**config.mk**
```make
export PLATFORM = sky130hd
export DESIGN_NAME = pipe_skid_reg_flat
export DESIGN_NICKNAME = d
export VERILOG_FILES = /design/src/rtl/pipe_skid_reg_if.sv /design/src/rtl/pipe_skid_reg.sv /design/src/flat_wrapper.sv
export SDC_FILE = /design/constraint.sdc
export NUM_CORES = 1
export LEC_CHECK = 0
export ABC_AREA = 1
export ABC_CLOCK_PERIOD_IN_PS = 1200
export CAP_MARGIN = 20
export CORE_MARGIN = 4
export CORE_UTILIZATION = 44
export CTS_CLUSTER_DIAMETER = 30
export CTS_CLUSTER_SIZE = 25
export DETAILED_ROUTE_END_ITERATION = 12
export GPL_TIMING_DRIVEN = 0
export PLACE_DENSITY = 0.83
export SETUP_SLACK_MARGIN = 0.3
export SYNTH_ARGS = -nofsm -noshare
export SYNTH_HDL_FRONTEND = slang
export SYNTH_SLANG_ARGS = --single-unit
```
**constraint.sdc**
```tcl
create_clock -name clk -period 1.2 [get_ports clk]
set_input_delay 0.24 -clock clk [delete_from_list [all_inputs] [get_ports clk]]
set_output_delay 0.24 -clock clk [all_outputs]
set_load 0.02 [all_outputs]
```
**src/rtl/pipe_skid_reg_if.sv**
```systemverilog
// pipe_skid_reg_if: handshake bundle for the elastic pipeline stage register.
//
// Signals:
//   flush      upstream -> stage  discard all held entries this cycle
//   in_valid   upstream -> stage  payload valid
//   in_ready   stage -> upstream  stage can accept (registered)
//   in_data    upstream -> stage  payload, WIDTH bits
//   out_valid  stage -> down      main entry valid
//   out_ready  down -> stage      downstream accepts
//   out_data   stage -> down      main entry payload, WIDTH bits
//   occupancy  stage -> observer  entries held (0, 1 or 2)
//   stall_cnt  stage -> observer  saturating stall counter, 16 bits
//                                 (present only with PIPE_SKID_STALL_CNT_EN)
//
// Modports: slave is the stage itself, master is the environment around it.
// Optional feature macro: PIPE_SKID_STALL_CNT_EN.

interface pipe_skid_reg_if #(
    parameter int unsigned WIDTH = 32
) ();

    logic             flush;
    logic             in_valid;
    logic             in_ready;
    logic [WIDTH-1:0] in_data;
    logic             out_valid;
    logic             out_ready;
    logic [WIDTH-1:0] out_data;
    logic [1:0]       occupancy;
`ifdef PIPE_SKID_STALL_CNT_EN
    logic [15:0]      stall_cnt;
`endif

    modport slave (
        input  flush, in_valid, in_data, out_ready,
`ifdef PIPE_SKID_STALL_CNT_EN
        output stall_cnt,
`endif
        output in_ready, out_valid, out_data, occupancy
    );

    modport master (
        output flush, in_valid, in_data, out_ready,
`ifdef PIPE_SKID_STALL_CNT_EN
        input  stall_cnt,
`endif
        input  in_ready, out_valid, out_data, occupancy
    );

endinterface

```
**src/rtl/pipe_skid_reg.sv**
```systemverilog
// pipe_skid_reg: two-entry elastic pipeline stage (main + skid) for the RV32I
// pipeline. Sustains one transfer per cycle while in_ready depends only on
// registered state. Supports flush for branch/jump redirect.
//
// Ports:
//   clk   rising-edge clock
//   rst   synchronous reset, active-high
//   bus   pipe_skid_reg_if.slave: flush, in_valid/in_ready/in_data,
//         out_valid/out_ready/out_data, occupancy[1:0]
//         (+ stall_cnt[15:0] with PIPE_SKID_STALL_CNT_EN)
//
// Parameters:
//   WIDTH  payload width in bits (min 1), must match the interface WIDTH
//
// Optional feature macro: PIPE_SKID_STALL_CNT_EN adds a 16-bit saturating
// count of cycles with out_valid=1 and out_ready=0, cleared only by rst.

module pipe_skid_reg #(
    parameter int unsigned WIDTH = 32
) (
    input  logic                clk,
    input  logic                rst,
    pipe_skid_reg_if.slave      bus
);

    // Encoding doubles as occupancy.
    typedef enum logic [1:0] {
        StEmpty = 2'd0,
        StFull  = 2'd1,
        StSkid  = 2'd2
    } state_e;

    state_e           state_q;
    logic [WIDTH-1:0] main_q;
    logic [WIDTH-1:0] skid_q;
    logic             out_valid_q;
    logic             in_ready_q;

    logic in_fire;
    logic out_fire;

    assign in_fire  = bus.in_valid & in_ready_q;
    assign out_fire = out_valid_q & bus.out_ready;

    always_ff @(posedge clk) begin
        if (rst) begin
            state_q     <= StEmpty;
            main_q      <= '0;
            skid_q      <= '0;
            out_valid_q <= 1'b0;
            in_ready_q  <= 1'b1;
        end else if (bus.flush) begin
            // Data registers keep their contents; out_data is don't-care
            // while out_valid is low.
            state_q     <= StEmpty;
            out_valid_q <= 1'b0;
            in_ready_q  <= 1'b1;
        end else begin
            case (state_q)
                StEmpty: begin
                    if (in_fire) begin
                        main_q      <= bus.in_data;
                        state_q     <= StFull;
                        out_valid_q <= 1'b1;
                        in_ready_q  <= 1'b1;
                    end
                end
                StFull: begin
                    if (in_fire && out_fire) begin
                        main_q <= bus.in_data;
                    end else if (in_fire) begin
                        // Downstream stalled: park the newcomer behind main.
                        skid_q     <= bus.in_data;
                        state_q    <= StSkid;
                        in_ready_q <= 1'b0;
                    end else if (out_fire) begin
                        state_q     <= StEmpty;
                        out_valid_q <= 1'b0;
                    end
                end
                StSkid: begin
                    if (out_fire) begin
                        main_q     <= skid_q;
                        state_q    <= StFull;
                        in_ready_q <= 1'b1;
                    end
                end
                default: begin
                    state_q     <= StEmpty;
                    out_valid_q <= 1'b0;
                    in_ready_q  <= 1'b1;
                end
            endcase
        end
    end

    assign bus.in_ready  = in_ready_q;
    assign bus.out_valid = out_valid_q;
    assign bus.out_data  = main_q;
    assign bus.occupancy = state_q;

`ifdef PIPE_SKID_STALL_CNT_EN
    logic [15:0] stall_cnt_q;

    // Flush does not touch the counter; only rst clears it.
    always_ff @(posedge clk) begin
        if (rst) begin
            stall_cnt_q <= '0;
        end else if (out_valid_q && !bus.out_ready && (stall_cnt_q != 16'hFFFF)) begin
            stall_cnt_q <= stall_cnt_q + 16'd1;
        end
    end

    assign bus.stall_cnt = stall_cnt_q;
`endif

endmodule

```
**src/flat_wrapper.sv**
```systemverilog
// flat-port wrapper written by rule: the top's interface ports become plain ports
module pipe_skid_reg_flat 
#(
    parameter int unsigned WIDTH = 32
)
  (clk, rst, bus_flush, bus_in_valid, bus_in_data, bus_out_ready, bus_in_ready, bus_out_valid, bus_out_data, bus_occupancy);
  pipe_skid_reg_if #(.WIDTH(WIDTH)) bus_i ();
  input  logic clk;
  input  logic rst;
  input wire logic [$bits(bus_i.flush)-1:0] bus_flush;
  input wire logic [$bits(bus_i.in_valid)-1:0] bus_in_valid;
  input wire logic [$bits(bus_i.in_data)-1:0] bus_in_data;
  input wire logic [$bits(bus_i.out_ready)-1:0] bus_out_ready;
  output wire logic [$bits(bus_i.in_ready)-1:0] bus_in_ready;
  output wire logic [$bits(bus_i.out_valid)-1:0] bus_out_valid;
  output wire logic [$bits(bus_i.out_data)-1:0] bus_out_data;
  output wire logic [$bits(bus_i.occupancy)-1:0] bus_occupancy;
  assign bus_i.flush = bus_flush;
  assign bus_i.in_valid = bus_in_valid;
  assign bus_i.in_data = bus_in_data;
  assign bus_i.out_ready = bus_out_ready;
  assign bus_in_ready = bus_i.in_ready;
  assign bus_out_valid = bus_i.out_valid;
  assign bus_out_data = bus_i.out_data;
  assign bus_occupancy = bus_i.occupancy;
  pipe_skid_reg #(.WIDTH(WIDTH)) u_core (.clk(clk), .rst(rst), .bus(bus_i));
endmodule
```
* Yosys cells after proc, flatten, opt, wreduce, memory -nomap -nowiden
Cells that the tools add are included.
** Word-level totals
- Flip-flop bits (word level) :: 68
- Latch bits :: 0
- Bits in writable memories :: 0
- ROM bits :: 0
- Bits of input ports :: 37
- Output and inout bits :: 36
- Word-level logic and storage cells :: 48
- Memories kept :: 0
** Operators by class
- Add/sub/neg operators :: 0
- $mul :: 0
- Divide/modulo/power cells :: 0
- Order comparisons :: 0
- Equal/unequal tests :: 10
- Shifts and indexed selects :: 0
- Muxes and demuxes :: 19
- Bitwise operators :: 5
- Reduce and logical (&&, ||, !) cells :: 9
** Operator list (number)
- $mux W32 :: 3
- $pmux W32 S3 :: 1
- $reduce_and A4 Y1 :: 3
- $mux W2 :: 5
- $ne A2 B1 Y1 const B :: 5
- $reduce_and A5 Y1 :: 2
- $mux W1 :: 7
- $pmux W1 S3 :: 2
- $pmux W2 S3 :: 1
- $ne A2 B2 Y1 const B :: 2
- $ne A3 B1 Y1 const B :: 1
- $not A1 Y1 :: 3
- $reduce_bool A3 Y1 :: 1
- $and A1 B1 Y1 :: 2
- $eq A2 B1 Y1 const B :: 1
- $eq A2 B2 Y1 const B :: 1
- $logic_not A2 Y1 :: 1
- $reduce_or A2 Y1 :: 1
- $logic_and A1 B1 Y1 :: 1

* Longest topological paths before layout
- Depth after elaboration :: 5
- Depth in mapped cells :: 9
- Gate-level depth less buffers :: 8

* Least setup slack after synthesis
No wires, ideal clock.
- Path type :: register to register
- Start :: reg u_core.state_q[0], in the netlist u_core.bus.occupancy[0]
- End :: reg u_core.skid_q[10]
- Setup time :: 0.128 ns
- Arrival time :: 1.304 ns
- Required time :: 1.072 ns
- Setup slack :: -0.233 ns
- Stages on the path, launching flop included :: 7
- Path buffers :: 1
- Period minus slack after synthesis :: 1.433 ns
- Path through :: dfxtp_1 > nand2_1 > nor2_1 > nand3_2 > clkbuf_1 > o21ai_0 > a21oi_1
** Between the ends
- Longest elaborated chain between the ends :: 2
** RTL lines
- from (decl) :: RTL line pipe_skid_reg.sv:33 : state_e state_q;
- from (signal assigned) :: RTL line pipe_skid_reg.sv:47 : state_q <= StEmpty;
- from (signal assigned) :: RTL line pipe_skid_reg.sv:55 : state_q <= StEmpty;
- from (signal assigned) :: RTL line pipe_skid_reg.sv:63 : state_q <= StFull;
- $eq A2 B1 Y1 :: RTL line pipe_skid_reg.sv:59 : case (state_q)
- $reduce_and A4 Y1 (no source line)
- to (signal assigned) :: RTL line pipe_skid_reg.sv:73 : skid_q <= bus.in_data;
- to (decl) :: RTL line pipe_skid_reg.sv:35 : logic [WIDTH-1:0] skid_q;
No other way between the ends.
A chain may end at the register's enable or synchronous reset.

* Worst setup path after layout
- Start :: reg u_core.state_q[0], in the netlist u_core.bus.occupancy[0]
- End :: reg u_core.skid_q[14]
Same word-level chain as after synthesis.

==> reports/results.txt <==
Dividing the detail-routed wire length by the instance count gives 13.3 µm. The slowest cell on the critical path was dfxtp_4. For the I/O pin count, the log shows 73. The clock period minus worst slack was 1390 ps; the routed via count divided by cell count was 4.92.

The setup skew after layout is 6.09 ps, and the core area is 6790 µm². The checks that failed: negative setup slack. The run finished, with violations left.

Wire length of the first global-routing pass: 14.3 mm. For the met1 global-route usage, the log shows 24.8%. The tools report the least setup slack across all paths after layout as -193 ps. The count of final hold-check violations came out at 0. Entering global routing, the biggest net connects 12 pins.

The path type of the worst min-delay path was reg -> reg. The area growth from synthesis to layout is 58.2%. TritonCTS built the clock tree.

For the maximum number of buffers from clock root to sink, the log shows 2. The die height was 91.8 µm; the data required time at the worst endpoint was 1440 ps. The synthesized netlist net count came out at 504.

The fraction of the core area covered by cells at the end of the flow was 72.0%; the total CTS buffers was 9. The layer flagged by global routing as most heavily used is met2. Sequential elements use 44.0% of the synthesized area. At the end of routability-driven placement, the weighted congestion stood at 0.814. The worst slack at placement is -576 ps, and the maximum fanout along the worst path is 7. The endpoint class of the critical path was a register. X dimension of the die: 91.8 µm.

The tools report the number of nets in the finished design as 611. The post-synthesis area per instance was 6.62 µm². The startpoint identified for the worst register-to-register timing path is u_core.bus.occupancy[0]. For this run, global-route usage on met2 was measured as 35.9%. Clock-pin slew was measured on the worst setup and hold paths at 70 ps. For the antenna violation net count after detailed routing, the log shows 0.

Data arrives at the worst endpoint at 1630 ps. Yosys synthesis warning count: 0. The met3 usage in global routing is 3.53%, and the total chip power is 6230 µW. Of the cells placed in the final design, the portion with a size suffix greater than 1 is 35.2%.

Clock tree synthesis found a total of 68 sinks. For this configuration, the core starts out at a cell density of 45.5%. The count of buffers from port buffering is 72, and the first-iteration detailed-routing DRC count is 166. In this run the static leakage power is 0.00222 µW.

In the finished design, the share of the clock period the worst path needs comes to 116%. The tools report the combined global-route utilization of all metal layers as 21.0%. Tracing the worst setup path back leads to its startpoint at u_core.bus.occupancy[0]. The number of antenna violations at the first check in global routing is 0, and the count of endpoints failing setup in the final report is 69. For this run, design rule violations remaining after detail routing come to 0.

The worst setup path is of the reg -> reg kind. The tools report the die area as 8430 µm². The number of max-slew violations in the final report was 0.

Grouping stages by cell kind, the critical path spends the most delay in flip-flops. The number of buffer and inverter instances along the worst setup path came out at 2. The number of antenna diodes in the final layout is 0. In this run the power density over the cells is 1270 nW/µm². For the number of max-cap violations, the log shows 0. For this run, the number of standard cells in the final layout without fillers is 675. For flop-to-flop paths, the worst setup slack is -190 ps.

The number of standard cells after synthesis was 467. STA classifies the critical path startpoint as a register. Traced cell by cell, the critical path runs through buf_6, nand2_4, nor2_4, nand3_4, clkbuf_8, o21ai_2, a21oi_1. The number of placed cells counting well taps came out at 635.

Global routing finished with a remaining overflow of 0. In this design, the stage delay of the slowest critical-path cell is 410 ps. After legalization and detailed placement, the total HPWL measured 5.66 mm.

Before antenna repair, the detailed router went through 4 iterations. Setup repair after global routing could not meet its margin everywhere. The tools report the maximum ir drop on the vdd rail as 652 µV. The startpoint of the worst hold path was u_core.skid_q[10].

Summing every instance area after synthesis gives 3090 µm². The cell row count was 30; the maximum level of the CTS H-tree was 3. Summing over every cut layer, the via total after detailed routing is 3319. The tools report the via count of the first global-routing pass as 3173. Pin slew with the least headroom to its limit: 519 ps.

The logs give 18 for the count of distinct cell types in the synthesized netlist and 65.4% for the tightest slew margin relative to the limit. The final wirelength was 8.99 mm. The tools report the clock root buffer as clkbuf_8.

For this run, the top clock speed supported by timing is 0.718 GHz. After synthesis the netlist holds a flip-flop and latch count of 68. For the worst-skew pair, the clock arrives at the later sink with an insertion delay of 350 ps.
## layer usage
layer / vias up / share of wire (%)
li1: 1674 / -
met1: 1505 / 42
met2: 111 / 50
met3: 29 / 5.0
met4: 0 / 3.2
met5: - / 0
## power by group
group | switching, µW | internal, µW
sequential | 96.8 | 2420
combinational | 751 | 670
clock | 881 | 1410
## registers in the layout (all words and copies together) (netlist names)
register and cells:
u_core.bus.out_data 32, u_core.skid_q 32, u_core.bus.occupancy 2, u_core.bus.in_ready 1, u_core.bus.out_valid 1
## area by class of cell
cell class | count | area, µm²
Buffer | 27 | 236
Clock buffer | 13 | 180
Clock inverter | 3 | 65.1
Fill cell | 529 | 1900
Inverter | 71 | 278
Multi-Input combinational cell | 302 | 1620
Sequential cell | 68 | 1420
Tap cell | 96 | 120
Timing Repair Buffer | 95 | 980
## logic make-up (layout without fill, tap and decap cells)
group                  after synthesis  in the layout  synth area share [%]
buffers and inverters               98            209                  13.2
flip-flops                          68             68                  44.0
AND/OR/NAND/NOR                    208            209                  27.8
AO/OA/AOI/OAI                       93             93                  15.0
## Yosys cell counts (all sizes together)
cell type / number / area (µm²)
nand3: 37 / 190
a21oi: 31 / 155
nand2: 88 / 340
nor2: 82 / 323
buf: 16 / 98.8
clkbuf: 11 / 42.5
clkinv: 1 / 3.75
nor3: 1 / 5.00
dfxtp: 68 / 1360
inv: 70 / 263
o21ai: 62 / 310
## tightest hold or removal path: stages, from the launching register on
cell and delay, ps:
dfxtp_1 300, inv_1 60, a21oi_1 50
## cells in the final DEF (no fill, tap or decap), types with 6 or more instances in the layout
master and instances:
o21ai_1 18, dfxtp_2 32, nand3_1 19, buf_6 53, clkdlybuf4s50_1 36, nand3_2 17, nand2_1 74, nand2_4 7
inv_1 67, dfxtp_1 32, clkbuf_8 13, o21ai_0 25, buf_2 6, o21ai_2 18, nand2_2 7, a21oi_1 28
nor2_1 73, buf_4 18
## through the flow
step	hold WS (ps)	setup TNS, ps	area, µm²
after floorplan	371	-163	3220
after global placement	433	-31550	4060
after detailed placement	440	-32650	4060
after CTS	451	-6930	4680
after global routing	465	-15080	4890
final	451	-10180	4890
## worst paths after layout
check                      endpoint  depth (start not counted)
setup / recovery  u_core.skid_q[14]                          7
hold / removal    u_core.skid_q[10]                          2
hold reg to reg   u_core.skid_q[10]                          2
setup reg to reg  u_core.skid_q[14]                          7
## timing repair
action	CTS	global route
cloned	7	0
resized for setup	293	59
buffers inserted	12	5
endpoints found under the setup margin	104	104
hold buffers	0	0
pin swaps	13	17
(Power assumes the default switching activity.)
